### src/rtl/load_store_unit_if.sv
// Memory-side bus of the load/store unit: one outstanding request, granted then answered by rvalid.
interface load_store_unit_if;
  logic        bus_req;
  logic        bus_we;
  logic [31:0] bus_addr;
  logic [3:0]  bus_be;
  logic [31:0] bus_wdata;
  logic        bus_gnt;
  logic        bus_rvalid;
  logic [31:0] bus_rdata;
  logic        bus_err;

  modport master (
    output bus_req, bus_we, bus_addr, bus_be, bus_wdata,
    input  bus_gnt, bus_rvalid, bus_rdata, bus_err
  );

  modport slave (
    input  bus_req, bus_we, bus_addr, bus_be, bus_wdata,
    output bus_gnt, bus_rvalid, bus_rdata, bus_err
  );
endinterface

### src/rtl/load_store_unit.sv
// Single-outstanding load/store unit: aligns core accesses onto a word bus, extends load data,
// and aborts with an error on misalignment, illegal size, bus error or timeout.
module load_store_unit #(
  parameter int TIMEOUT_CYCLES = 255
) (
  input  logic        clk,
  input  logic        rst_n,
  input  logic        req_valid,
  input  logic        req_write,
  input  logic [31:0] req_addr,
  input  logic [31:0] req_wdata,
  input  logic [1:0]  req_size,
  input  logic        req_unsigned,
  output logic        req_ready,
  output logic        resp_valid,
  output logic [31:0] resp_rdata,
  output logic        resp_err,
  output logic        stall,
  load_store_unit_if.master bus
);

  typedef enum logic [1:0] {
    S_IDLE = 2'd0,
    S_REQ  = 2'd1,
    S_WAIT = 2'd2,
    S_RESP = 2'd3
  } state_t;

  localparam logic [7:0] LAST_CNT = 8'(TIMEOUT_CYCLES - 1);

  state_t     state;
  logic [7:0] cnt;
  logic       write_q;
  logic       unsigned_q;
  logic [1:0] size_q;
  logic [1:0] lo_q;

  function automatic logic bad_access(input logic [1:0] size, input logic [1:0] lo);
    case (size)
      2'b00:   return 1'b0;
      2'b01:   return lo[0];
      2'b10:   return lo != 2'b00;
      default: return 1'b1;
    endcase
  endfunction

  function automatic logic [3:0] lane_be(input logic [1:0] size, input logic [1:0] lo);
    case (size)
      2'b00:   return 4'b0001 << lo;
      2'b01:   return 4'b0011 << lo;
      default: return 4'b1111;
    endcase
  endfunction

  function automatic logic [31:0] lane_wdata(input logic [1:0] size, input logic [31:0] wd);
    case (size)
      2'b00:   return {4{wd[7:0]}};
      2'b01:   return {2{wd[15:0]}};
      default: return wd;
    endcase
  endfunction

  function automatic logic [31:0] load_fmt(input logic [1:0] size, input logic [1:0] lo,
                                           input logic uns, input logic [31:0] rd);
    logic [7:0]  b;
    logic [15:0] h;
    case (lo)
      2'd0:    b = rd[7:0];
      2'd1:    b = rd[15:8];
      2'd2:    b = rd[23:16];
      default: b = rd[31:24];
    endcase
    h = lo[1] ? rd[31:16] : rd[15:0];
    case (size)
      2'b00:   return uns ? {24'd0, b} : {{24{b[7]}}, b};
      2'b01:   return uns ? {16'd0, h} : {{16{h[15]}}, h};
      default: return rd;
    endcase
  endfunction

  assign stall = (req_valid && state == S_IDLE) || state == S_REQ || state == S_WAIT;

  always_ff @(posedge clk or negedge rst_n) begin
    if (!rst_n) begin
      state         <= S_IDLE;
      cnt           <= 8'd0;
      write_q       <= 1'b0;
      unsigned_q    <= 1'b0;
      size_q        <= 2'b00;
      lo_q          <= 2'b00;
      req_ready     <= 1'b1;
      resp_valid    <= 1'b0;
      resp_rdata    <= 32'd0;
      resp_err      <= 1'b0;
      bus.bus_req   <= 1'b0;
      bus.bus_we    <= 1'b0;
      bus.bus_addr  <= 32'd0;
      bus.bus_be    <= 4'd0;
      bus.bus_wdata <= 32'd0;
    end else begin
      resp_valid <= 1'b0;
      case (state)
        S_IDLE: begin
          if (req_valid) begin
            write_q       <= req_write;
            unsigned_q    <= req_unsigned;
            size_q        <= req_size;
            lo_q          <= req_addr[1:0];
            cnt           <= 8'd0;
            req_ready     <= 1'b0;
            resp_rdata    <= 32'd0;
            bus.bus_we    <= req_write;
            bus.bus_addr  <= {req_addr[31:2], 2'b00};
            bus.bus_be    <= lane_be(req_size, req_addr[1:0]);
            bus.bus_wdata <= lane_wdata(req_size, req_wdata);
            if (bad_access(req_size, req_addr[1:0])) begin
              state      <= S_RESP;
              resp_err   <= 1'b1;
              resp_valid <= 1'b1;
            end else begin
              state       <= S_REQ;
              resp_err    <= 1'b0;
              bus.bus_req <= 1'b1;
            end
          end
        end
        S_REQ: begin
          cnt <= cnt + 8'd1;
          // The budget is exhausted on this cycle, so a grant arriving now would overrun it.
          if (cnt == LAST_CNT) begin
            state       <= S_RESP;
            bus.bus_req <= 1'b0;
            resp_err    <= 1'b1;
            resp_valid  <= 1'b1;
          end else if (bus.bus_gnt) begin
            state       <= S_WAIT;
            bus.bus_req <= 1'b0;
          end
        end
        S_WAIT: begin
          cnt <= cnt + 8'd1;
          if (bus.bus_rvalid) begin
            state      <= S_RESP;
            resp_err   <= bus.bus_err;
            resp_rdata <= (write_q || bus.bus_err) ? 32'd0
                          : load_fmt(size_q, lo_q, unsigned_q, bus.bus_rdata);
            resp_valid <= 1'b1;
          end else if (cnt == LAST_CNT) begin
            state      <= S_RESP;
            resp_err   <= 1'b1;
            resp_valid <= 1'b1;
          end
        end
        default: begin
          state     <= S_IDLE;
          req_ready <= 1'b1;
        end
      endcase
    end
  end

endmodule

### src/flat_wrapper.sv
// flat-port wrapper written by rule: the top's interface ports become plain ports
module load_store_unit_flat 
#(
  parameter int TIMEOUT_CYCLES = 255
)
  (clk, rst_n, req_valid, req_write, req_addr, req_wdata, req_size, req_unsigned, req_ready, resp_valid, resp_rdata, resp_err, stall, bus_bus_req, bus_bus_we, bus_bus_addr, bus_bus_be, bus_bus_wdata, bus_bus_gnt, bus_bus_rvalid, bus_bus_rdata, bus_bus_err);
  load_store_unit_if bus_i ();
  input  logic clk;
  input  logic rst_n;
  input  logic req_valid;
  input  logic req_write;
  input  logic [31:0] req_addr;
  input  logic [31:0] req_wdata;
  input  logic [1:0] req_size;
  input  logic req_unsigned;
  output logic req_ready;
  output logic resp_valid;
  output logic [31:0] resp_rdata;
  output logic resp_err;
  output logic stall;
  output wire logic [$bits(bus_i.bus_req)-1:0] bus_bus_req;
  output wire logic [$bits(bus_i.bus_we)-1:0] bus_bus_we;
  output wire logic [$bits(bus_i.bus_addr)-1:0] bus_bus_addr;
  output wire logic [$bits(bus_i.bus_be)-1:0] bus_bus_be;
  output wire logic [$bits(bus_i.bus_wdata)-1:0] bus_bus_wdata;
  input wire logic [$bits(bus_i.bus_gnt)-1:0] bus_bus_gnt;
  input wire logic [$bits(bus_i.bus_rvalid)-1:0] bus_bus_rvalid;
  input wire logic [$bits(bus_i.bus_rdata)-1:0] bus_bus_rdata;
  input wire logic [$bits(bus_i.bus_err)-1:0] bus_bus_err;
  assign bus_bus_req = bus_i.bus_req;
  assign bus_bus_we = bus_i.bus_we;
  assign bus_bus_addr = bus_i.bus_addr;
  assign bus_bus_be = bus_i.bus_be;
  assign bus_bus_wdata = bus_i.bus_wdata;
  assign bus_i.bus_gnt = bus_bus_gnt;
  assign bus_i.bus_rvalid = bus_bus_rvalid;
  assign bus_i.bus_rdata = bus_bus_rdata;
  assign bus_i.bus_err = bus_bus_err;
  load_store_unit #(.TIMEOUT_CYCLES(TIMEOUT_CYCLES)) u_core (.clk(clk), .rst_n(rst_n), .req_valid(req_valid), .req_write(req_write), .req_addr(req_addr), .req_wdata(req_wdata), .req_size(req_size), .req_unsigned(req_unsigned), .req_ready(req_ready), .resp_valid(resp_valid), .resp_rdata(resp_rdata), .resp_err(resp_err), .stall(stall), .bus(bus_i));
endmodule
### config.mk
export PLATFORM = sky130hd
export DESIGN_NAME = load_store_unit_flat
export DESIGN_NICKNAME = d
export VERILOG_FILES = /design/src/rtl/load_store_unit_if.sv /design/src/rtl/load_store_unit.sv /design/src/flat_wrapper.sv
export SDC_FILE = /design/constraint.sdc
export NUM_CORES = 1
export LEC_CHECK = 0
export ABC_CLOCK_PERIOD_IN_PS = 6300
export BUFFER_PORTS_ARGS = -buffer_cell sky130_fd_sc_hd__buf_2
export CAP_MARGIN = 40
export CORE_MARGIN = 1
export CORE_UTILIZATION = 53
export DETAILED_ROUTE_END_ITERATION = 6
export PLACE_DENSITY = 0.85
export SLEW_MARGIN = 20
export SYNTH_ARGS = -nofsm -noshare
export SYNTH_HDL_FRONTEND = slang
export SYNTH_SLANG_ARGS = --single-unit
### constraint.sdc
create_clock -name clk -period 6.3 [get_ports clk]
set_input_delay 1.26 -clock clk [delete_from_list [all_inputs] [get_ports clk]]
set_output_delay 1.26 -clock clk [all_outputs]
set_load 0.01 [all_outputs]
* Yosys cells after proc, flatten, opt, wreduce, memory -nomap -nowiden
Cells that the tools add are included.
Word-level totals: register bits 118, bits of input ports 106
Operators by class: add/subtract/negate cells 1, eq/ne operators 13, shifts and indexed selects 2, multiplexer cells 39, bitwise logic cells 1, reductions and logical operators 21
Operators with widths (number):
- 32-bit one-hot mux with 2 select lines | 3
- 32-bit two-way mux | 5
- 8-bit one-hot mux with 3 select lines | 1
- 16-bit two-way mux | 1
- 8-bit one-hot mux with 2 select lines | 1
- 1-bit two-way mux | 14
- 2-bit two-way mux | 6
- 1-bit one-hot mux with 3 select lines | 3
- 8-bit by 1-bit adder with 8-bit output (second input constant) | 1
- 2-bit by 1-bit equality test with 1-bit output (second input constant) | 4
- 8-bit equality test (second input constant) | 1
- 2-bit logical NOT | 4
- 8-bit two-way mux | 1
- 4-bit one-hot mux with 2 select lines | 1
- 2-bit AND reduction | 4
- 2-bit nonzero test | 4
- 2-bit equality test (second input constant) | 3
- 2-bit inequality test (second input constant) | 3
- 3-bit inequality test (second input constant) | 2
- 2-bit one-hot mux with 3 select lines | 1
- 3-bit AND reduction | 2
- 1-bit one-hot mux with 2 select lines | 2
- 4-bit AND reduction | 1
- 1-bit by 2-bit left shift with 4-bit output (first input constant) | 1
- 6 further kinds | 8

* Longest topological paths before layout
depth in word-level cells 7, gate-level depth with buffers 9

* Worst setup path before layout
No wires, ideal clock.
path type input to output, start point in req_valid, end point out stall, arrival 2033 ps, required time 5040 ps, path slack 3007 ps, cell stages on the path 4, cell sequence nand2_1 -> clkbuf_1 -> clkbuf_1 -> nand2_1
On the way: longest elaborated chain between the ends 3
Ends and longest elaborated chain:
- start, declared | RTL line flat_wrapper.sv:10 | input logic req_valid;
- 1-bit logical AND | RTL line load_store_unit.sv:81 | assign stall = (req_valid && state == S_IDLE) || state == S_REQ || state == S_WAIT;
- 1-bit logical OR (2 in a row) | RTL line load_store_unit.sv:81
- end, declared | RTL line flat_wrapper.sv:20 | output logic stall;
No other way between the ends.

* Worst setup path after layout
Same ends and word-level chain as after synthesis.

==> flow_summary_export.csv <==
group,metric,value,unit
status,outcome,"finished, final reports clean",
floorplan,die_x,105,µm
route,wl_per_cell,17.3,µm
logic_synthesis,ys_warn_count,0,
setup_path,cp_data_arrival_time,1.91,ns
logic_synthesis,synth-seq-area-share,52.8,%
sta,hold_ws,0.473,ns
route,viasPerCell,5.70,
sta,rsz0062_at_grt,"no",
sta,final.setup_skew,0.00590,ns
sta,finalMaxSlewViolations,0,
route,vias,4881,
floorplan,fp.dieH,105,µm
final_layout,n_antenna_cell,0,
final_layout,fillers,759,
clock_network,cts_buffers,17,
sta,hold_viol,0,
worst_hold_path,hold_path.class,"reg -> reg",
sta,worstMarginPinSlew,0.812,ns
power_and_ir_drop,peakVddDrop,0.000275,V
clock_network,cts_setup_buffers,0,
placed_design,gp_congestion,0.930,
logic_synthesis,synth.distinct_cells,49,
power_and_ir_drop,power.leakage,3.71,nW
logic_synthesis,ys_ff_latch,118,
logic_synthesis,syn_inst,506,
route,drcViolationCount,0,
route,drt-total-wl,14900,µm
placed_design,dp_hpwl,10800,µm
setup_path,startpoint_type,"input pin",
sta,min_period,3.17,ns
floorplan,start_util,54.4,%
global_route,grt_pass1_wl,24000,µm
final_layout,synthToLayoutAreaGrowth,31.1,%
logic_synthesis,synth-async-reset-ratio,100,%
sta,relSlewSlack,45.8,%
job,maxCapViolations,0,
logic_synthesis,synth_edf_count,0,
logic_synthesis,syn_area_per_cell,11.0,µm²
route,drtIter0Drc,279,
global_route,first_global_vias,4783,
global_route,antenna_found_initial,0,
clock_network,ctsHoldBuffers,0,
clock_network,cts_tree,"built",
setup_path,endpoint_kind,"output pin",
placed_design,io_buffer_count,209,
power_and_ir_drop,totalPowerFinal,3.64,mW
logic_synthesis,ys.flop_type,"dfrtp_1",
placed_design,placed_cell_area,6700,µm²
clock_network,clock_tree.root_cell,"clkbuf_8",
route,dr.pass1.iters,6,
floorplan,io_pins,212,
clock_network,clk_latency,0.51,ns
sta,fmax,315,MHz
power_and_ir_drop,p_per_area,497,nW/µm²
clock_network,cts.clk_slew.worst_paths,0.05,ns
clock_network,cts.repair.resized,0,
sta,fin_setup_tns,0,ns
global_route,grt_overflow_total,0,
sta,setup_viol,0,
logic_synthesis,syn_area,5590,µm²
final_layout,final_core_util,71.3,%
final_layout,drive_gt1_share,43.4,%
floorplan,core-area,10300,µm²
sta,fin_crit_sh,50.3,%
final_layout,fin_nets,820,
clock_network,cts.path.max_buffers,2,
setup_path,crit_type,"in -> out",
clock_network,htreeDepth,4,
global_route,grt_max_degree,87,
setup_path,path_max_fanout,17,
final_layout,final_area,7330,µm²
floorplan,die-area,11000,µm²
global_route,grt_usage,28.1,%
clock_network,clock_sinks,118,
setup_path,required,5.04,ns
route,detail-route-antenna-nets,0,
floorplan,rows,37,
worst max-delay path: stages:
cell and delay (ns):
buf_2 0.15, nand2_4 0.23, nand2_1 0.11, buf_2 0.16
cell usage after synthesis, types with 7 or more instances:
library cell,n,area [µm²]
o21ai_0,40,200
a21oi_1,27,135
dfrtp_1,117,2930
nor2_1,29,109
a221o_1,7,70.1
o31ai_1,9,67.6
o221ai_1,7,61.3
inv_1,17,63.8
nand2_1,52,195
or3_1,9,56.3
a221o_2,9,101
mux2_2,49,552
clkbuf_1,23,86.3
a22o_1,7,61.3
mux2i_1,32,320
report_power, final:
part           switching [mW]  leakage (nW)  internal, mW  total [mW]
combinational           0.779          1.95         0.641        1.42
clock                   0.337         0.271         0.579       0.915
sequential              0.232          1.49          1.07        1.31
sequential cells by signal, summed over array words and instances (netlist names):
register	count
u_core.bus.bus_wdata	32
u_core.bus.bus_req	1
u_core.state	2
u_core.size_q	2
u_core.lo_q	2
u_core.resp_err	1
u_core.unsigned_q	1
u_core.bus.bus_addr	30
u_core.resp_valid	1
u_core.bus.bus_be	4
u_core.cnt	8
u_core.req_ready	1
u_core.resp_rdata	32
u_core.write_q	1
cell type report:
cell class / instances / area (µm²) / area share (%)
clock inverters: 13 / 131 / 1.79
multi-input cells: 336 / 2420 / 33.0
clock buffers: 19 / 442 / 6.02
repair buffers: 217 / 1150 / 15.7
flip-flops and latches: 118 / 2950 / 40.3
well taps: 136 / 170 / 2.32
inverters: 18 / 67.6 / 0.922
logic make-up after synthesis:
| group | after synthesis | synth area share (%) |
|---|---|---|
| compound gates | 127 | 16.0 |
| flops | 118 | 52.8 |
| simple gates | 117 | 9.60 |
| mux | 81 | 15.6 |
| buf+inv | 53 | 4.12 |
| fa+ha+maj | 6 | 1.34 |
| xor+xnor | 3 | 0.470 |
| other cells | 1 | 0.0671 |
per-layer routing:
metal  track usage [%]  wire length (µm)
met3              8.30              1170
met4              9.86               336
met5                 0                 0
met1              34.5              6040
met2              47.2              7310
cell usage in the layout (no fill, tap or decap), types with 3 or more instances in the layout:
cell type,Yosys,routed
a21oi_1,27,27
a221o_1,7,7
a221o_2,9,9
a22o_1,7,7
a311oi_1,6,6
buf_2,1,208
buf_4,2,6
clkbuf_16,0,16
clkbuf_8,0,3
clkinv_2,0,5
clkinvlp_4,0,5
dfrtp_1,117,117
ha_1,6,6
inv_1,17,17
mux2_2,49,49
mux2i_1,32,32
nand2_1,52,51
nand3_1,6,6
nor2_1,29,29
nor2b_1,6,6
nor3_1,3,3
nor4_1,3,3
o21ai_0,40,40
o221ai_1,7,7
o31ai_1,9,9
or3_1,9,9
xnor2_1,3,3
final timing paths:
kind / from / to / slack, ns / cells past startpoint
max in group asynchronous: rst_n / u_core.req_ready / 4.39 / 3
max reg2reg: u_core.state[0] / u_core.resp_rdata[20] / 3.57 / 6
min in group asynchronous: rst_n / u_core.bus.bus_addr[19] / 0.79 / 1
max: req_valid / stall / 3.13 / 4
min: u_core.bus.bus_wdata[14] / u_core.bus.bus_wdata[14] / 0.47 / 2
min reg2reg: u_core.bus.bus_wdata[14] / u_core.bus.bus_wdata[14] / 0.47 / 2
per-stage QoR:
stage / instances / worst slack [ns]
after floorplan: 507 / 3.01
after global placement: 819 / 3.11
after detailed placement: 822 / 3.04
after CTS: 854 / 3.13
after global routing: 857 / 3.04
final: 857 / 3.13
Note: power is estimated with default switching activity, not from simulation.
